<file path="config.mk">
export PLATFORM = sky130hd
export DESIGN_NAME = io_request_arbiter_flat
export DESIGN_NICKNAME = d
export VERILOG_FILES = /design/src/rtl/io_request_arbiter_if.sv /design/src/rtl/io_request_arbiter.sv /design/src/flat_wrapper.sv
export SDC_FILE = /design/constraint.sdc
export NUM_CORES = 1
export LEC_CHECK = 0
export ABC_AREA = 1
export CAP_MARGIN = 15
export CORE_AREA = 2 2 165 127
export CTS_CLUSTER_DIAMETER = 200
export DETAILED_ROUTE_END_ITERATION = 16
export DIE_AREA = 0 0 167 129
export MAX_ROUTING_LAYER = met4
export PLACE_DENSITY = 0.64
export SYNTH_ARGS = -nofsm -noshare
export SYNTH_HDL_FRONTEND = slang
export SYNTH_SLANG_ARGS = --single-unit
</file>
<file path="constraint.sdc">
create_clock -name clk -period 3.1 [get_ports clk]
set_input_delay 0.31 -clock clk [delete_from_list [all_inputs] [get_ports clk]]
set_output_delay 0.31 -clock clk [all_outputs]
set_load 0.05 [all_outputs]
</file>
<file path="src/rtl/io_request_arbiter_if.sv">
// io_request_arbiter_if: requester side and I/O-module side of the shared
// processor I/O port. The arbiter uses the slave view; the other side uses master.
interface io_request_arbiter_if #(
   parameter int NUM_REQ = 2
);
   logic [NUM_REQ-1:0]    req_rd;
   logic [NUM_REQ-1:0]    req_wr;
   logic [10*NUM_REQ-1:0] req_addr;
   logic [32*NUM_REQ-1:0] req_data;
   logic [32*NUM_REQ-1:0] req_drs;
   logic [NUM_REQ-1:0]    ack;
   logic [NUM_REQ-1:0]    err;
   logic [31:0]           rd_data;
   logic                  io_in_req;
   logic                  io_new_out;
   logic [9:0]            io_adress;
   logic [31:0]           io_p_data;
   logic [31:0]           io_drs;
   logic [31:0]           io_e_data;
   logic                  io_in_ready;
   logic                  io_out_ready;
   logic                  busy;

   modport slave (
      input  req_rd, req_wr, req_addr, req_data, req_drs,
      input  io_e_data, io_in_ready, io_out_ready,
      output ack, err, rd_data, busy,
      output io_in_req, io_new_out, io_adress, io_p_data, io_drs
   );

   modport master (
      output req_rd, req_wr, req_addr, req_data, req_drs,
      output io_e_data, io_in_ready, io_out_ready,
      input  ack, err, rd_data, busy,
      input  io_in_req, io_new_out, io_adress, io_p_data, io_drs
   );
endinterface

</file>
<file path="src/rtl/io_request_arbiter.sv">
// io_request_arbiter: round-robin sharing of the processor I/O port.
// Optional macro IOARB_TIMEOUT_EN adds an ISSUE wait limit with err reporting.
module io_request_arbiter #(
   parameter int NUM_REQ        = 2,
   parameter int TIMEOUT_CYCLES = 1024
) (
   input logic                 clk,
   input logic                 rst,
   io_request_arbiter_if.slave bus
);
   localparam int IW = $clog2(NUM_REQ);

   if (NUM_REQ < 2 || NUM_REQ > 4) begin : g_bad_num
      $error("io_request_arbiter: NUM_REQ must be 2..4");
   end
   if (TIMEOUT_CYCLES < 1 || TIMEOUT_CYCLES > 65536) begin : g_bad_to
      $error("io_request_arbiter: TIMEOUT_CYCLES must be 1..65536");
   end

   typedef enum logic [1:0] {
      S_IDLE,
      S_ISSUE,
      S_RELEASE
   } state_t;

   state_t            r_state;
   logic [IW-1:0]     r_ptr;
   logic [IW-1:0]     r_owner;
   logic              r_op_rd;
   logic [9:0]        r_addr;
   logic [31:0]       r_data;
   logic [31:0]       r_drs;
   logic [31:0]       r_rd_data;
   logic [NUM_REQ-1:0] r_ack;
   logic [NUM_REQ-1:0] r_err;
   logic              r_in_req;
   logic              r_new_out;
   logic              r_busy;
`ifdef IOARB_TIMEOUT_EN
   localparam logic [15:0] LIMIT = 16'(TIMEOUT_CYCLES - 1);
   logic [15:0]       r_cnt;
`endif

   logic [NUM_REQ-1:0] w_pend;
   logic              w_found;
   logic [IW-1:0]     w_grant;
   logic [IW-1:0]     w_next_ptr;
   logic              w_grd;
   logic [9:0]        w_gaddr;
   logic [31:0]       w_gdata;
   logic [31:0]       w_gdrs;
   logic              w_done;
   int                w_j;

   assign w_pend = bus.req_rd | bus.req_wr;

   // First pending requester at or after the pointer, wrapping.
   always_comb begin
      w_found = 1'b0;
      w_grant = '0;
      w_j     = 0;
      for (int k = 0; k < NUM_REQ; k++) begin
         w_j = int'(r_ptr) + k;
         if (w_j >= NUM_REQ) w_j = w_j - NUM_REQ;
         for (int i = 0; i < NUM_REQ; i++) begin
            if (!w_found && w_j == i && w_pend[i]) begin
               w_found = 1'b1;
               w_grant = IW'(i);
            end
         end
      end
   end

   // Request fields of the winning requester; read wins over write.
   always_comb begin
      w_grd   = 1'b0;
      w_gaddr = '0;
      w_gdata = '0;
      w_gdrs  = '0;
      for (int i = 0; i < NUM_REQ; i++) begin
         if (IW'(i) == w_grant) begin
            w_grd   = bus.req_rd[i];
            w_gaddr = bus.req_addr[10*i +: 10];
            w_gdata = bus.req_data[32*i +: 32];
            w_gdrs  = bus.req_drs[32*i +: 32];
         end
      end
   end

   assign w_next_ptr = (int'(w_grant) == NUM_REQ - 1) ?
                       '0 : w_grant + 1'b1;
   assign w_done     = r_op_rd ? bus.io_in_ready : bus.io_out_ready;

   // Transaction FSM with all outputs registered.
   always_ff @(posedge clk or posedge rst) begin
      if (rst) begin
         r_state   <= S_IDLE;
         r_ptr     <= '0;
         r_owner   <= '0;
         r_op_rd   <= 1'b0;
         r_addr    <= '0;
         r_data    <= '0;
         r_drs     <= '0;
         r_rd_data <= '0;
         r_ack     <= '0;
         r_err     <= '0;
         r_in_req  <= 1'b0;
         r_new_out <= 1'b0;
         r_busy    <= 1'b0;
`ifdef IOARB_TIMEOUT_EN
         r_cnt     <= '0;
`endif
      end else begin
         r_ack <= '0;
         r_err <= '0;
         unique case (r_state)
            S_IDLE: begin
               if (w_found) begin
                  r_owner   <= w_grant;
                  r_ptr     <= w_next_ptr;
                  r_op_rd   <= w_grd;
                  r_addr    <= w_gaddr;
                  r_data    <= w_gdata;
                  r_drs     <= w_gdrs;
                  r_in_req  <= w_grd;
                  r_new_out <= ~w_grd;
                  r_busy    <= 1'b1;
                  r_state   <= S_ISSUE;
`ifdef IOARB_TIMEOUT_EN
                  r_cnt     <= '0;
`endif
               end
            end
            S_ISSUE: begin
               if (w_done) begin
                  r_in_req       <= 1'b0;
                  r_new_out      <= 1'b0;
                  r_ack[r_owner] <= 1'b1;
                  if (r_op_rd) r_rd_data <= bus.io_e_data;
                  r_state        <= S_RELEASE;
               end
`ifdef IOARB_TIMEOUT_EN
               else if (r_cnt == LIMIT) begin
                  r_in_req       <= 1'b0;
                  r_new_out      <= 1'b0;
                  r_ack[r_owner] <= 1'b1;
                  r_err[r_owner] <= 1'b1;
                  if (r_op_rd) r_rd_data <= 32'hFFFF_FFFF;
                  r_state        <= S_RELEASE;
               end else begin
                  r_cnt <= r_cnt + 16'd1;
               end
`endif
            end
            S_RELEASE: begin
               r_busy  <= 1'b0;
               r_state <= S_IDLE;
            end
            default: begin
               r_busy  <= 1'b0;
               r_state <= S_IDLE;
            end
         endcase
      end
   end

   assign bus.ack        = r_ack;
   assign bus.err        = r_err;
   assign bus.rd_data    = r_rd_data;
   assign bus.io_in_req  = r_in_req;
   assign bus.io_new_out = r_new_out;
   assign bus.io_adress  = r_addr;
   assign bus.io_p_data  = r_data;
   assign bus.io_drs     = r_drs;
   assign bus.busy       = r_busy;
endmodule

</file>
<file path="src/flat_wrapper.sv">
// flat-port wrapper written by rule: the top's interface ports become plain ports
module io_request_arbiter_flat 
#(
   parameter int NUM_REQ        = 2,
   parameter int TIMEOUT_CYCLES = 1024
)
  (clk, rst, bus_req_rd, bus_req_wr, bus_req_addr, bus_req_data, bus_req_drs, bus_io_e_data, bus_io_in_ready, bus_io_out_ready, bus_ack, bus_err, bus_rd_data, bus_busy, bus_io_in_req, bus_io_new_out, bus_io_adress, bus_io_p_data, bus_io_drs);
  io_request_arbiter_if #(.NUM_REQ(NUM_REQ)) bus_i ();
  input logic clk;
  input logic rst;
  input wire logic [$bits(bus_i.req_rd)-1:0] bus_req_rd;
  input wire logic [$bits(bus_i.req_wr)-1:0] bus_req_wr;
  input wire logic [$bits(bus_i.req_addr)-1:0] bus_req_addr;
  input wire logic [$bits(bus_i.req_data)-1:0] bus_req_data;
  input wire logic [$bits(bus_i.req_drs)-1:0] bus_req_drs;
  input wire logic [$bits(bus_i.io_e_data)-1:0] bus_io_e_data;
  input wire logic [$bits(bus_i.io_in_ready)-1:0] bus_io_in_ready;
  input wire logic [$bits(bus_i.io_out_ready)-1:0] bus_io_out_ready;
  output wire logic [$bits(bus_i.ack)-1:0] bus_ack;
  output wire logic [$bits(bus_i.err)-1:0] bus_err;
  output wire logic [$bits(bus_i.rd_data)-1:0] bus_rd_data;
  output wire logic [$bits(bus_i.busy)-1:0] bus_busy;
  output wire logic [$bits(bus_i.io_in_req)-1:0] bus_io_in_req;
  output wire logic [$bits(bus_i.io_new_out)-1:0] bus_io_new_out;
  output wire logic [$bits(bus_i.io_adress)-1:0] bus_io_adress;
  output wire logic [$bits(bus_i.io_p_data)-1:0] bus_io_p_data;
  output wire logic [$bits(bus_i.io_drs)-1:0] bus_io_drs;
  assign bus_i.req_rd = bus_req_rd;
  assign bus_i.req_wr = bus_req_wr;
  assign bus_i.req_addr = bus_req_addr;
  assign bus_i.req_data = bus_req_data;
  assign bus_i.req_drs = bus_req_drs;
  assign bus_i.io_e_data = bus_io_e_data;
  assign bus_i.io_in_ready = bus_io_in_ready;
  assign bus_i.io_out_ready = bus_io_out_ready;
  assign bus_ack = bus_i.ack;
  assign bus_err = bus_i.err;
  assign bus_rd_data = bus_i.rd_data;
  assign bus_busy = bus_i.busy;
  assign bus_io_in_req = bus_i.io_in_req;
  assign bus_io_new_out = bus_i.io_new_out;
  assign bus_io_adress = bus_i.io_adress;
  assign bus_io_p_data = bus_i.io_p_data;
  assign bus_io_drs = bus_i.io_drs;
  io_request_arbiter #(.NUM_REQ(NUM_REQ), .TIMEOUT_CYCLES(TIMEOUT_CYCLES)) u_core (.clk(clk), .rst(rst), .bus(bus_i));
endmodule
</file>
==> summary.txt, run 1 <==
Run status
  – Status: finished clean

Critical path
  – Reg2reg start: u_core.r_state[1]
  – Slowest cell on crit path: clkdlybuf4s50_1
  – CP Launch Type: flop
  – Setup crit start: u_core.bus.io_p_data[28]
  – Buffers & Inverters on Critical Path: 1
  – CP delay by family, top: buffers and inverters
  – Critical path peak fanout: 2
  – Crit path kind: flop to output pin
  – Worst EP arrival: between 1.5 and 2 ns
  – RR Endpoint: u_core.bus.io_in_req
  – CP required: 2.79 ns
  – Last element of the critical path: bus_io_p_data[28]
  – Crit path largest cell delay: between 0.8 and 0.9 ns
  – Critical path depth in cells: 1
  – FF-to-FF setup slack: 1.27 ns
  – Crit path cell chain: clkdlybuf4s50_1
  – R2r worst-path depth: 6
  – CP endpoint kind: output pin

Clock network
  – Clk buf depth: 2
  – H-tree depth: 4
  – CTS root buf: clkbuf_16
  – Clk_lat worst skew: 0.41 ns
  – Sink Count: 116
  – Clock Pin Slew Worst Setup and Hold Paths: 0.06 ns
  – Cts hold-fix bufs: 0
  – Setup bufs post-CTS: 0
  – CTS tree: done
  – # resized after CTS: 0
  – CTS Buf Count: 17

Synthesis
  – Area contributors post-synth: dfrtp_1, nand2_1, nand3_1, inv_1, o21ai_0
  – Post-synth top area cell: dfrtp_1
  – Top-area cell type share of the netlist area: 0.493
  – Mapped Avg Cell Area: 7.15 um^2
  – Synth Register Bits: 116
  – Post-synth cell types: 18
  – Seq/Total Area, Yosys: 0.493
  – Mapped Cells: 824
  – Synth warn: 0
  – Mapped cell area: 5890 um^2

GRT
  – Number of global-route vias before repair: 5879
  – First-pass GRT wire length: 30400 um
  – Gr ovfl total: 0
  – Initial antenna violation count: 0
  – GRT Overall Usage: 0.184
  – Largest net degree at the start of global routing: 77

Route
  – Vias: 5953
  – DR iter-0 viols: 368
  – Met3 wire length: roughly 1500 um
  – DRC viols: 0
  – Drt via density: 4.33
  – Met2 WL: about 9000 um
  – Avg WL per Cell: ~14 um
  – Met1 wire length: 8420 um
  – Wirelength, routed: 19000 um
  – Post-DRT Antenna Nets: 0
  – Highest metal used: met4
  – Drt first pass iters: 7

Finish
  – Non-Filler Instances: 1374
  – Non-Filler Cell Area, Final: 9720 um^2
  – Net count, final: 1292
  – Filler cells: 1940
  – Layout cell share with drive strength beyond 1: 0.0448
  – Most frequent cells in the layout: clkdlybuf4s50_1, nand2_1, inv_1
  – Antenna cell count: 0
  – Layout area overhead: 65.1%
  – Most common cell after layout, fill and taps aside: clkdlybuf4s50_1

Die
  – DIE HEIGHT: 129 um
  – Total core area: 19900 um^2
  – Die width: 167 um
  – IO Pins: 301
  – Row Count: between 40 and 50
  – Initial core utilization: 0.296
  – Total die area: 21500 um^2

Timing
  – Min cycle time layout: 1.94 ns
  – Setup violators final: 0
  – Max Clock Freq: 0.514 GHz
  – Slew margin rel.: 0.456
  – Fin. max-slew vios: 0
  – Period utilisation layout: 0.627
  – Final hold violation count: 0
  – Post-Route Setup TNS: 0 ns
  – Clock skew: 0.00968 ns
  – Unrepaired setup endpoints after global routing: no
  – Least-Margin Pin Slew: 0.815 ns

Place
  – Buffers on Ports: between 200 and 300
  – Dpl cells: 1342
  – DP HPWL: between 10000 and 15000 um
  – Area after DPL: 9090 um^2
  – Final GP Congestion: just under 0.9

Power and ir drop
  – Worst vdd ir: 0.000578 V
  – Pwr Total: around 11 mW
  – Leak: 5.09 nW
  – PD cells: 1150 nW/um^2

Min path
  – Hold/Removal Path Class: input pin to async pin

Run
  – Max cap viols: 0
-- per-stage QoR --
step / setup WS [ns] / util / hold WS, ns
after global routing: 1.09 / 0.489 / 0.220
after floorplan: 1.38 / - / 0.426
after global placement: 0.868 / 0.458 / 0.439
after CTS: 1.00 / 0.488 / 0.207
final: 1.16 / 0.489 / 0.226
after detailed placement: 0.770 / 0.458 / 0.443
-- state kept, by name, summed over array words and instances, names as in the netlist, 2 cells and up --
register	flops
u_core.bus.rd_data	32
u_core.bus.io_adress	10
u_core.bus.io_drs	32
u_core.bus.io_p_data	32
u_core.bus.ack	2
u_core.r_state	2
-- power by group --
group / internal [mW] / leakage (nW) / switching (mW)
logic: 2.06 / 3.38 / 4.37
clock network: 1.30 / 0.287 / 0.710
registers: 2.28 / 1.42 / 0.413
-- synth_stat cells (all sizes together) --
cell type,number
a21oi,1
nand4,1
nor2,6
conb,1
o21a,1
buf,34
nand2,270
dfrtp,116
o21ai,34
inv,189
nand3,157
clkbuf,14
-- worst min path at each step --
stage | cells past startpoint | end | start | slack [ns]
4_1_cts | 2 | u_core.bus.io_drs[21] | rst | 0.21
6_report | 2 | u_core.bus.io_drs[20] | rst | 0.23
5_1_grt | 2 | u_core.bus.io_drs[21] | rst | 0.22
3_5_place_dp | 1 | u_core.bus.ack[0] | u_core.r_owner | 0.44
3_3_place_gp | 1 | u_core.bus.ack[0] | u_core.r_owner | 0.44
2_1_floorplan | 1 | u_core.bus.ack[0] | u_core.r_owner | 0.43
-- cells by family (layout without fill, tap and decap cells) --
| family | count (synthesis) | in the layout | synth area share |
|---|---|---|---|
| other cells | 1 | 2 | 0.000637 |
| buf+inv | 237 | 528 | 0.162 |
| compound gates | 36 | 36 | 0.0323 |
| flops | 116 | 116 | 0.493 |
| simple gates | 434 | 434 | 0.312 |
-- layout make-up --
class | count | area, um^2 | area share
inverters | 189 | 713 | 0.0733
well taps | 258 | 323 | 0.0332
clock buffers | 19 | 453 | 0.0466
flip-flops and latches | 116 | 2900 | 0.299
clock inverters | 12 | 156 | 0.0161
repair buffers | 308 | 3120 | 0.321
multi-input cells | 472 | 2060 | 0.211
-- routing by layer --
metal	global-route usage	vias to the layer above
met2	0.294	261
li1	-	3011
met5	-	-
met3	0.0575	20
met4	0.0502	0
met1	0.225	2661
(Power assumes the default switching activity.)
==> run 2: changes to the inputs <==
==> constraint.sdc (replaced) <==
create_clock -name clk -period 1.65 [get_ports clk]
set_input_delay 0.165 -clock clk [delete_from_list [all_inputs] [get_ports clk]]
set_output_delay 0.165 -clock clk [all_outputs]
set_load 0.05 [all_outputs]
==> run 2 against run 1 <==
Effect of this change: sequential share of layout area is essentially flat; clock-buffer cell count is the same; via count grew 2.3%; non-clock buffer count grew 17; setup slack lost 1.0 ns; die area is the same; worst hold slack lost 0.021 ns; utilization shrank 0.050 points; clock power grew 100%; critical path type is now flop to flop; largest cell class unchanged.
==> summary.txt, run 2 (synthesis results as in run 1) <==
Timing
  – Unrepaired setup endpoints after global routing: no
  – Final hold slack: 0.205 ns
  – Clock skew: 0.00994 ns
  – Max Clock Freq: 0.654 GHz
  – Fin. max-slew vios: 0
  – Final worst slack: around 0.12 ns
  – Min cycle time layout: roughly 1.5 ns
  – Final hold violation count: 0
  – Slew margin rel.: 0.650
  – Period utilisation layout: 0.927
  – Setup violators final: 0
  – Least-Margin Pin Slew: 0.525 ns

Clock network
  – Sink Count: 116
  – CTS Buf Count: 17
  – Clk buf depth: 2
  – H-tree depth: 4
  – Cts hold-fix bufs: 0
  – CTS tree: done
  – CTS root buf: clkbuf_16
  – Clk_lat worst skew: 0.41 ns
  – Clock Pin Slew Worst Setup and Hold Paths: 0.06 ns
  – Setup bufs post-CTS: 0
  – # resized after CTS: 10

Die
  – DIE HEIGHT: 129 um
  – IO Pins: 301
  – Total core area: 19900 um^2
  – Initial core utilization: 0.296
  – Total die area: 21500 um^2
  – Row Count: 45
  – Die width: ~170 um

Place
  – DP HPWL: 14300 um
  – Buffers on Ports: 298
  – Final GP Congestion: 0.864
  – Pre-CTS setup slack: -0.00496 ns

Power and ir drop
  – Pint: 10.8 mW
  – Leak: 5.37 nW
  – Clock power share: 0.193
  – Combinational share of power: 0.568
  – Switch share: 0.494
  – Switching power total: 10.5 mW
  – PD cells: 2190 nW/um^2
  – Reg power frac: 0.239
  – Worst vdd ir: 0.00110 V

Critical path
  – Critical path peak fanout: 22
  – CP endpoint kind: flop
  – CP required: ~2.0 ns
  – Last element of the critical path: u_core.r_owner
  – Worst EP arrival: ~1.8 ns
  – Setup crit start: u_core.r_state[1]
  – RR Endpoint: u_core.r_owner
  – Slowest cell on crit path: dfrtp_1
  – FF-to-FF setup slack: 0.12 ns
  – Reg2reg start: u_core.r_state[1]
  – Crit path largest cell delay: just under 0.4 ns
  – R2r worst-path depth: 6
  – Crit path cell chain: nor2_1 -> inv_1 -> a21oi_4 -> buf_12 -> nand2_1 -> o21a_1
  – CP Launch Type: flop
  – Crit path kind: flop to flop

Route
  – Drt first pass iters: 5
  – DR iter-0 viols: 469
  – DRC viols: 0
  – Avg WL per Cell: 14.1 um
  – Post-DRT Antenna Nets: 0
  – Drt via density: approximately 4.4
  – Wirelength, routed: approximately 20000 um
  – Vias: about 6000

GRT
  – Number of global-route vias before repair: 5853
  – Gr ovfl total: 0
  – Largest net degree at the start of global routing: 85
  – Initial antenna violation count: 0
  – First-pass GRT wire length: 30700 um
  – GRT Overall Usage: 0.187

Finish
  – Most common cell after layout, fill and taps aside: nand2_1
  – Layout cell share with drive strength beyond 1: 0.148
  – Layout area overhead: 64.9%
  – Antenna cell count: 0
  – Net count, final: 1309
  – Fin util: 0.489
  – Most frequent cells in the layout: nand2_1, inv_1, clkdlybuf4s50_1
  – Area of the multi-input gates: 2060 um^2
  – FF+latch area: a little under 3000 um^2
  – Filler cells: 1968

Min path
  – Hold/Removal Path Class: input pin to async pin

Run status
  – Status: finished clean

Run
  – Max cap viols: 0
[run 2: cell types whose count changed in the layout (fill, tap and decap cells not counted), moves of 2 or more]
| cell | delta |
|---|---|
| clkdlybuf4s50_1 | -111 |
| bufinv_16 | +2 |
| clkinvlp_4 | -2 |
| buf_12 | +7 |
| dlygate4sd2_1 | +10 |
| buf_4 | +111 |
[run 2: power groups by stage]
stage | clock, mW | sequential [mW] | combinational (mW)
CTS | 4.20 | 5.10 | 12.2
global placement | 0 | 5.10 | 12.1
detailed placement | 0 | 5.10 | 12.3
floorplan | 0 | 9.61 | 3.36
finish | 4.10 | 5.08 | 12.1
global route | 4.31 | 5.25 | 12.9
[run 2: metrics by stage]
step                area [um^2]  total power, mW  cells   TNS, ns
finish                     9710             21.2   1392         0
global route               9710             22.5   1392         0
CTS                        9710             21.5   1392         0
detailed placement         9080             17.4   1360  -0.00774
global placement           9080             17.3   1360         0
floorplan                  5900             13.0    825         0
[run 2: routing by layer]
layer / wire, um / global-route usage
met4: 205 / 0.0502
met5: 0 / -
met3: 1480 / 0.0523
met1: 8890 / 0.239
met2: 9010 / 0.292
[run 2: final cells by class]
class	count	share of cell area
Timing Repair Buffer	325	0.316
Sequential cell	116	0.299
Multi-Input combinational cell	472	0.212
Inverter	189	0.0734
Clock buffer	19	0.0456
Tap cell	258	0.0332
Clock inverter	13	0.0213
[run 2: how the worst min path moves through the flow]
stage | slack [ns] | endpoint | from | cells after the start
floorplan | 0.31 | u_core.bus.rd_data[27] | bus_io_e_data[27] | 2
global placement | 0.45 | u_core.bus.ack[0] | u_core.r_owner | 1
detailed placement | 0.46 | u_core.bus.ack[0] | u_core.r_owner | 1
CTS | 0.26 | u_core.bus.rd_data[10] | rst | 3
global route | 0.29 | u_core.bus.rd_data[10] | rst | 3
finish | 0.21 | u_core.bus.rd_data[13] | rst | 3
[run 2: critical path: cells and delay by family (launching register included)]
family	cells	cell delay [ns]
compound gates	2	0.36
buf+inv	2	0.33
flops	1	0.39
simple gates	2	0.34
